<file path="config.mk">
export PLATFORM = sky130hd
export DESIGN_NAME = mips_mult_ctrl
export DESIGN_NICKNAME = d
export VERILOG_FILES = /design/src/rtl/mips_mult_ctrl.sv
export SDC_FILE = /design/constraint.sdc
export NUM_CORES = 1
export LEC_CHECK = 0
export CAP_MARGIN = 20
export CORE_MARGIN = 3
export CORE_UTILIZATION = 34
export CTS_CLUSTER_SIZE = 20
export DETAILED_ROUTE_END_ITERATION = 16
export PLACE_DENSITY = 0.65
export SLEW_MARGIN = 20
export SYNTH_ARGS = -nofsm -noshare
export SYNTH_HDL_FRONTEND = slang
export SYNTH_SLANG_ARGS = --single-unit
export TNS_END_PERCENT = 1
</file>
<file path="constraint.sdc">
create_clock -name clk -period 3.02 [get_ports clk]
set_input_delay 0.604 -clock clk [delete_from_list [all_inputs] [get_ports clk]]
set_output_delay 0.604 -clock clk [all_outputs]
set_load 0.02 [all_outputs]
</file>
<file path="src/rtl/mips_mult_ctrl.sv">
// Iterative radix-2 shift-add multiply sequencer holding the MIPS HI/LO pair.
// Signed products use magnitude multiply followed by a final 2*WIDTH negate.
module mips_mult_ctrl #(
  parameter int unsigned WIDTH = 32
) (
  input  logic             clk,
  input  logic             rst,
  input  logic             start,
  input  logic             is_signed,
  input  logic [WIDTH-1:0] op_a,
  input  logic [WIDTH-1:0] op_b,
  input  logic             hi_we,
  input  logic             lo_we,
  input  logic [WIDTH-1:0] wdata,
  output logic             busy,
  output logic             done,
  output logic [WIDTH-1:0] hi,
  output logic [WIDTH-1:0] lo
);

  localparam int unsigned CW = (WIDTH > 1) ? $clog2(WIDTH) : 1;

  typedef enum logic [1:0] {IDLE, RUN, FIN} state_t;

  state_t             state;
  logic [WIDTH-1:0]   mcand;
  logic [WIDTH-1:0]   mult;
  logic [2*WIDTH-1:0] acc;
  logic [CW-1:0]      count;
  logic               neg;

  logic [WIDTH-1:0]   a_mag;
  logic [WIDTH-1:0]   b_mag;
  logic [WIDTH:0]     step_sum;
  logic [2*WIDTH-1:0] product;

  // Negating 0x8000_0000 yields 0x8000_0000, which is the correct unsigned magnitude.
  always_comb begin
    a_mag    = (is_signed && op_a[WIDTH-1]) ? -op_a : op_a;
    b_mag    = (is_signed && op_b[WIDTH-1]) ? -op_b : op_b;
    step_sum = {1'b0, acc[2*WIDTH-1:WIDTH]} + (mult[0] ? {1'b0, mcand} : '0);
    product  = neg ? -acc : acc;
  end

  always_ff @(posedge clk) begin
    if (rst) begin
      state <= IDLE;
      mcand <= '0;
      mult  <= '0;
      acc   <= '0;
      count <= '0;
      neg   <= 1'b0;
      hi    <= '0;
      lo    <= '0;
      busy  <= 1'b0;
      done  <= 1'b0;
    end else begin
      done <= 1'b0;
      case (state)
        IDLE: begin
          if (start) begin
            mcand <= a_mag;
            mult  <= b_mag;
            neg   <= is_signed & (op_a[WIDTH-1] ^ op_b[WIDTH-1]);
            acc   <= '0;
            count <= '0;
            busy  <= 1'b1;
            state <= RUN;
          end else begin
            if (hi_we) hi <= wdata;
            if (lo_we) lo <= wdata;
          end
        end
        RUN: begin
          // Carry out of the upper-half add becomes the new MSB after the shift.
          acc   <= {step_sum, acc[WIDTH-1:1]};
          mult  <= mult >> 1;
          count <= count + 1'b1;
          if (count == CW'(WIDTH - 1)) state <= FIN;
        end
        FIN: begin
          {hi, lo} <= product;
          done     <= 1'b1;
          busy     <= 1'b0;
          state    <= IDLE;
        end
        default: begin
          state <= IDLE;
          busy  <= 1'b0;
        end
      endcase
    end
  end

endmodule

</file>
After elaboration in Yosys (flattened, before gate mapping)
Cells that the tools add are included.

word-level totals
  bits in read-only memories = 0
  bits in latches = 0
  logic and storage cells = 59
  memories = 0
  RAM bits = 0
  bits in registers = 202

cells by class
  shift operators = 0
  reduce and logical (&&, ||, !) cells = 11
  equal/unequal tests = 8
  multiplexer cells = 22
  bitwise logic cells = 3
  multipliers = 0
  div/mod/pow operators = 0
  magnitude comparators = 0
  add/sub/neg operators = 5

operators with widths
  operator                                       count
  two-way mux 32 bit                             8
  one-hot mux 32 bit (2 select lines)            3
  two-way mux 64 bit                             2
  one-hot mux 64 bit (2 select lines)            1
  negation 32 bit                                2
  negation 64 bit                                1
  adder 32 x 32 -> 33 bit                        1
  inequality test 2 bit, second input constant   5
  one-hot mux 5 bit (2 select lines)             1
  AND reduction 2 bit                            4
  AND reduction 3 bit                            2
  adder 5 x 1 -> 5 bit, second input constant    1
  == test 5 bit, second input constant           1
  two-way mux 5 bit                              1
  two-way mux 2 bit                              2
  one-hot mux 2 bit (2 select lines)             1
  nonzero test 2 bit                             2
  == test 2 x 1 -> 1 bit, second input constant  1
  == test 2 bit, second input constant           1
  logical AND 1 bit                              2
  logical NOT 2 bit                              1
  two-way mux 1 bit                              2
  one-hot mux 1 bit (2 select lines)             1
  AND 1 bit                                      1
  2 further kinds                                2

Depth between registers and ports, before layout
Gate-level depths: netlist of the first run.

  word-level depth = 4
  gate-level depth with buffers = 12
  mapped depth without buffers = 11

Worst setup path after synthesis of the first run
No wires, ideal clock.

  path type = register to register
  from = reg mult[0]
  to = reg acc[57]
  cell stages (with the launch flop) = 13
  path buffers = 1
  data required time = 2.903 ns
  path slack = 0.306 ns
  period minus slack after synthesis = 2.714 ns
  arrival time = 2.596 ns
  cells stage by stage = dfxtp_1 > clkbuf_1 > and2_1 > ha_1 > inv_1 > fa_1 > nand2b_1 > a21oi_1 > o31ai_1 > o2111ai_1 > o211ai_1 > a21o_1 > a32o_1

between the ends
  longest elaborated chain between the ends = 3

ends and longest elaborated chain
  item                                 RTL line  text
  from (decl)                          27        logic [WIDTH-1:0] mult;
  from (signal assigned)               63        mult <= b_mag;
  from (signal assigned)               77        mult <= mult >> 1;
  two-way mux 32 bit                   41        step_sum = {1'b0, acc[2*WIDTH-1:WIDTH]} + (mult[0] ? {1'b0, mcand} : '0);
  adder 32 x 32 -> 33 bit              41
  one-hot mux 64 bit (2 select lines)  59        case (state)
  to (signal assigned)                 76        acc <= {step_sum, acc[WIDTH-1:1]};
  to (decl)                            28        logic [2*WIDTH-1:0] acc;

No other way between the ends.
A chain may end at the register's enable or synchronous reset.

Worst setup path in the final report of the first run
  from = reg mult[0]
  to = reg acc[54]

Same word-level chain as after synthesis.

==> results of run 1 <==
==> flip-flops by register name, indices dropped and copies added (netlist names) <==
signal / count
lo: 32
acc: 64
hi: 32
state: 2
done: 1
mcand: 32
neg: 1
count: 5
mult: 32
busy: 1
==> power breakdown <==
| part | switching, W | internal, W | leakage [nW] |
|---|---|---|---|
| clock | 0.00120 | 0.00169 | 0.384 |
| sequential | 0.0000782 | 0.00279 | 1.65 |
| combinational | 0.000545 | 0.000453 | 3.86 |
| total | 0.00182 | 0.00493 | 5.89 |
==> per-stage QoR <==
stage	hold slack, ps	instances	worst slack (ps)	utilization [%]	power, W
finish	463	2066	237	43.5	0.00675
global route	493	2066	35.8	43.5	0.00702
CTS	469	2066	180	43.4	0.00682
detailed placement	447	2021	123	41.1	0.00392
global placement	442	2021	181	41.1	0.00391
floorplan	417	1462	306	-	0.00347
==> synthesized netlist by cell type (10+ instances only) <==
cell type,n
and3_1,18
a22o_1,33
a211oi_1,52
o21ai_1,10
or3_1,15
a311oi_1,10
o41ai_1,13
ha_1,37
o22ai_1,53
a21oi_1,87
or4_1,10
a31oi_1,12
xor2_1,74
nor2_1,122
nand2_1,117
nand4_1,20
mux2i_1,63
nor3_1,23
dfxtp_1,202
clkbuf_1,88
buf_1,16
o21ai_0,70
a22oi_1,17
a21o_1,11
xnor2_1,63
o31ai_1,24
nor4_1,12
and2_1,37
inv_1,21
nand3_1,41
==> cells by family (layout without fill, tap and decap cells) <==
logic type	count (synthesis)	count (layout)
compound gates	443	443
xor+xnor	137	137
fa+ha+maj	38	38
buf+inv	129	278
flops	202	202
mux	63	63
simple gates	450	450
==> critical path, cell delays in order (launching register included) <==
cell       delay, ps
dfxtp_1          330
buf_4            210
and2_1           200
ha_1             400
nand2_1          150
o21ai_0          280
a21o_1           190
a2bb2oi_1        410
a21o_1           230
xnor2_1          170
o21ai_0          100
==> layout by cell type (no fill, tap or decap), types with 20 or more instances in the layout <==
| cell | count |
|---|---|
| nand3_1 | 41 |
| inv_1 | 21 |
| ha_1 | 37 |
| o21ai_0 | 69 |
| and2_1 | 35 |
| a21oi_1 | 86 |
| buf_4 | 41 |
| nand2_1 | 116 |
| dfxtp_1 | 201 |
| nor2_1 | 121 |
| o22ai_1 | 53 |
| a211oi_1 | 52 |
| clkbuf_16 | 25 |
| a22o_1 | 33 |
| xor2_1 | 74 |
| o31ai_1 | 23 |
| clkdlybuf4s50_1 | 166 |
| nor3_1 | 22 |
| nand4_1 | 20 |
| xnor2_1 | 63 |
| mux2i_1 | 63 |
==> cell type report <==
type	instances	area, um^2	share of cell area, %
clock buffers	33	686	4.53
flip-flops and latches	202	4050	26.8
well taps	455	569	3.76
multi-input cells	1131	7560	50.0
repair buffers	212	2070	13.7
clock inverters	12	110	0.728
inverters	21	78.8	0.521
==> how the worst max path moves through the flow <==
stage	start	endpoint	slack, ps	cells past startpoint
after global routing	mult[0]	acc[52]	40	10
after global placement	op_b[5]	mult[21]	180	8
after CTS	mult[0]	acc[57]	180	11
final	mult[0]	acc[54]	240	10
after floorplan	mult[0]	acc[57]	310	12
after detailed placement	op_b[5]	mult[21]	120	8
==> what timing repair did <==
| action | CTS | global route |
|---|---|---|
| setup endpoints to repair | 0 | 5 |
| hold buffers | 0 | 0 |
| resized for setup | 0 | 4 |
| setup buffers | 0 | 0 |
==> layer usage <==
layer	global-route usage [%]	wire, um	vias up
met2	27.4	15500	337
met3	2.18	1780	38
met5	0	0	-
li1	-	-	5663
met1	27.8	18200	5290
met4	3.51	546	0
==> summary.md, run 1 <==
| Metric | Value |
|---|---|
| Status | `finished, final reports clean` |
| Adder-cell share of the synthesized area | `4.00%` |
| Final instance area | `15100 um^2` |
| R2R cell count | `10` |
| HP Start | `mcand[0]` |
| Largest net degree at the start of global routing | `78` |
| RePlAce Congestion | `0.893` |
| Final setup violation count | `0` |
| Port Buffers | `167` |
| Max-Cap Viols | `0` |
| Worst-path maximum fanout | `27` |
| Share of the synthesized area in the top cell type | `33.5%` |
| YS warnings | `0` |
| Post-synth EDFFs | `0` |
| Hold depth | `2` |
| Post-place instance area | `14300 um^2` |
| Worst Path Required | `3430 ps` |
| R2R Path Start | `mult[0]` |
| Via count | `11300` |
| Remaining antenna violation count | `0` |
| Gate Count Post-Synth | `1462` |
| Fraction of layout cells with a size suffix above 1 | `7.64%` |
| FF+latch count, synth | `202` |
| Final Hold Viols | `0` |
| Antenna cells | `0` |
| Die area | `37800 um^2` |
| Starting Density | `34.7%` |
| I/O Pins | `168` |
| Maximum clock rate | `0.359 GHz` |
| FILL cells | `3417` |
| Synthesized area | `12100 um^2` |
| Dominant synthesized flop cell | `dfxtp_1` |
| Clock latency on the worst-skew pair | `540 ps` |
| Total gr overflow | `0` |
| Largest family of logic cells by synthesized area | `compound AO/OA/AOI/OAI gates` |
| Gr usage total | `18.2%` |
| RSZ-0062 raised after global routing | `false` |
| DR pass1 iterations | `5` |
| CTS H-tree lvls | `1` |
| Kind of critical path | `reg2reg` |
| Slew headroom | `53.0%` |
| Clock Skews | `16.7 ps` |
| Period minus WS final | `2780 ps` |
| Synthesized area per cell | `8.25 um^2` |
| Max VDD drop | `0.375 mV` |
| Slew Limit Fails | `0` |
| Reg2Reg Setup Slack | `240 ps` |
| Final #Nets | `1733` |
| # DRC | `0` |
| Power per cell area | `447 nW/um^2` |
| CP startpoint kind | `flop` |
| CTS tree | `built` |
| Die height | `194 um` |
| Synth cell types | `66` |
| CTS root buf | `clkbuf_16` |
| Hold-critical path endpoint | `mcand[0]` |
| Sequential area share after synthesis | `33.5%` |
| Worst-margin pin slew | `705 ps` |
| Largest cells by area after synthesis | `dfxtp_1 (34%), xor2_1 (5.4%), mux2i_1 (5.2%), xnor2_1 (4.6%), ha_1 (3.8%)` |
| Mux contribution to synthesized area | `5.23%` |
| Number of core rows | `68` |
| Post-synthesis compound-gate area fraction | `24.7%` |
| Initial DRC count | `842` |
| Pleak | `5.89 nW` |
| Hold Crit Class | `reg2reg` |
| Post-Synth XOR/XNOR Area | `9.95%` |
| Post-Synth Simple-Gate Area | `18.5%` |
| Clock Sinks | `202` |
| Die X | `194 um` |
| Synth async-reset ratio | `0%` |
| Crit. End Element | `flop` |
| CTS Buffer Depth | `3` |
| WL final | `36.0 mm` |
| Core area | `34800 um^2` |
| Worst EP arrival | `3190 ps` |
| Initial antenna violation count | `0` |
| TritonCTS Buffers | `25` |
| Area Overhead vs Synth | `25.4%` |
| Terminus of the critical flop-to-flop path | `acc[54]` |
| Largest area contributor in the netlist | `dfxtp_1` |
| Wirelength per Cell | `17.4 um` |
| Clock slew at reported path FFs | `60 ps` |
| Vias in the first global route | `10600` |
| Dpl hpwl | `26.7 mm` |
| Global-route wire length before repair | `57.7 mm` |
| Mapped Nets | `1602` |
| Via density | `5.48` |
| Final Cycle Share | `92.1%` |
| Setup TNS | `0 ps` |
No activity file was read; power rests on OpenSTA's default activity.
==> run 2, diff against run 1 <==
--- a/config.mk
+++ b/config.mk
@@ -6,11 +6,13 @@
 export NUM_CORES = 1
 export LEC_CHECK = 0
 export CAP_MARGIN = 20
+export CELL_PAD_IN_SITES_DETAIL_PLACEMENT = 1
+export CELL_PAD_IN_SITES_GLOBAL_PLACEMENT = 2
 export CORE_MARGIN = 3
-export CORE_UTILIZATION = 34
+export CORE_UTILIZATION = 33
 export CTS_CLUSTER_SIZE = 20
 export DETAILED_ROUTE_END_ITERATION = 16
-export PLACE_DENSITY = 0.65
+export PLACE_DENSITY = 0.92
 export SLEW_MARGIN = 20
 export SYNTH_ARGS = -nofsm -noshare
 export SYNTH_HDL_FRONTEND = slang
==> summary.md, run 2 (synthesized netlist as in run 1, its figures left out) <==
| Metric | Value |
|---|---|
| Final worst slack | `182 ps` |
| Total gr overflow | `0` |
| Fraction of layout cells with a size suffix above 1 | `7.74%` |
| Sw Pwr | `0.00180 W` |
| Core area | `35800 um^2` |
| Most frequent cells in the layout | `dfxtp_1 (201), clkdlybuf4s50_1 (166), nor2_1 (121)` |
| Pint | `0.00505 W` |
| RePlAce Congestion | `0.883` |
| Register area | `4050 um^2` |
| Via density | `5.57` |
| Final Hold Viols | `0` |
| Gr usage total | `19.5%` |
| Wirelength per Cell | `19.1 um` |
| Final Cycle Share | `94.0%` |
| Die area | `38900 um^2` |
| Slew headroom | `46.8%` |
| Area Overhead vs Synth | `25.7%` |
| Clock Skews | `14.7 ps` |
| Largest net degree at the start of global routing | `79` |
| Final setup violation count | `0` |
| Busiest layer in global routing | `met2` |
| M2 GR Usage | `31.0%` |
| Die height | `197 um` |
| Commonest non-fill, non-tap cell in the layout | `dfxtp_1` |
| Seq pwr share | `41.9%` |
| Clock latency on the worst-skew pair | `530 ps` |
| Antenna cells | `0` |
| Placed Cells | `2033` |
| Sw frac | `26.3%` |
| Max VDD drop | `0.342 mV` |
| Maximum clock rate | `0.352 GHz` |
| Kind of critical path | `reg2reg` |
| Period minus WS final | `2840 ps` |
| Initial antenna violation count | `0` |
| R2R Path Start | `mult[0]` |
| Via count | `11600` |
| Clock Power Share | `43.3%` |
| Hold Crit Class | `reg2reg` |
| Multi-input logic area | `7560 um^2` |
| CTS H-tree lvls | `1` |
| I/O Pins | `168` |
| Clock slew at reported path FFs | `60 ps` |
| Final #Nets | `1738` |
| Logic pwr share | `14.8%` |
| WL final | `39.6 mm` |
| Setup TNS | `0 ps` |
| Vias in the first global route | `11700` |
| Reg2Reg Setup Slack | `180 ps` |
| Worst-path maximum fanout | `27` |
| Worst EP arrival | `3260 ps` |
| Power per cell area | `451 nW/um^2` |
| Worst-margin pin slew | `798 ps` |
| HP Start | `mcand[28]` |
| CTS root buf | `clkbuf_16` |
| RSZ-0062 raised after global routing | `true` |
| DR pass1 iterations | `5` |
| Starting Density | `33.7%` |
| Max-Cap Viols | `0` |
| Slew Limit Fails | `0` |
| Cts hold-fix bufs | `0` |
| Max reg flops | `64` |
| Remaining antenna violation count | `0` |
| Top reg by flops | `acc` |
| FILL cells | `4228` |
| Initial DRC count | `599` |
| Routing usage on met1 | `28.4%` |
| Hold-critical path endpoint | `mcand[28]` |
| Pleak | `5.93 nW` |
| R2R cell count | `11` |
| Port Buffers | `167` |
| # DRC | `0` |
| Finished Layout Cells | `2076` |
| Terminus of the critical flop-to-flop path | `acc[57]` |
| Worst Path Required | `3440 ps` |
| Crit. End Element | `flop` |
| Met3 Use GR | `2.54%` |
| CP startpoint kind | `flop` |
| Hold depth | `2` |
| Die X | `197 um` |
| Number of core rows | `69` |
| CTS tree | `built` |
| TritonCTS Buffers | `24` |
| Clock Sinks | `202` |
| CTS Buffer Depth | `3` |
| Status | `finished, final reports clean` |
| Dpl hpwl | `29.9 mm` |
| Worst slack at placement | `13.7 ps` |
| Global-route wire length before repair | `63.1 mm` |
-- run 2: changes by cell type in the layout (fill, tap and decap cells not counted), moves of 2 or more --
cell | before | now
clkinv_2 | 6 | 3
clkbuf_8 | 3 | 5
buf_4 | 41 | 48
clkbuf_1 | 5 | 7
clkinvlp_4 | 4 | 1
-- run 2: worst max-delay path by stage --
stage            start  depth (start not counted)        end
2_1_floorplan  mult[0]                         12    acc[57]
3_5_place_dp   op_a[0]                          9  mcand[28]
5_1_grt        mult[0]                         11    acc[57]
3_3_place_gp   op_b[5]                          8   mult[21]
4_1_cts        mult[0]                         12    acc[51]
6_report       mult[0]                         11    acc[57]
-- run 2: stage by stage --
stage | cell area [um^2] | hold slack (ps) | total power [W] | util, %
after floorplan | 12100 | 417 | 0.00347 | -
after global placement | 14400 | 431 | 0.00391 | 40.1
after detailed placement | 14400 | 447 | 0.00394 | 40.1
after CTS | 15200 | 461 | 0.00691 | 42.3
after global routing | 15200 | 485 | 0.00713 | 42.3
final | 15200 | 458 | 0.00684 | 42.3
-- run 2: layout make-up --
type                    instances  share of cell area (%)
clock buffers                  37                    4.75
well taps                     461                    3.80
clock inverters                 6                   0.544
repair buffers                218                    13.9
inverters                      21                   0.520
multi-input cells            1131                    49.9
flip-flops and latches        202                    26.7
-- run 2: per-layer routing --
| layer | vias to the layer above | share of wire [%] |
|---|---|---|
| met5 | - | 0 |
| met4 | 0 | 1.6 |
| met3 | 58 | 4.7 |
| met2 | 269 | 44 |
| met1 | 5570 | 49 |
| li1 | 5662 | - |
-- run 2: what timing repair did --
action | in CTS | in global routing
buffers inserted | 0 | 0
setup endpoints to repair | 0 | 5
resized for setup | 0 | 3
-- run 2: critical path: stages, from the launching register on --
cell	delay, ps
dfxtp_1	310
buf_4	150
buf_4	190
and2_1	150
ha_1	390
a21oi_1	220
o22ai_1	120
o211ai_1	230
o2111ai_1	300
o211ai_1	300
nand3_1	110
a32o_1	250
-- run 2: power groups by stage --
stage	logic, W	registers, W	clock network, W
floorplan	0.000517	0.00295	0
global placement	0.000990	0.00292	0
detailed placement	0.00101	0.00293	0
CTS	0.00102	0.00287	0.00302
global route	0.00110	0.00288	0.00315
finish	0.00101	0.00287	0.00296
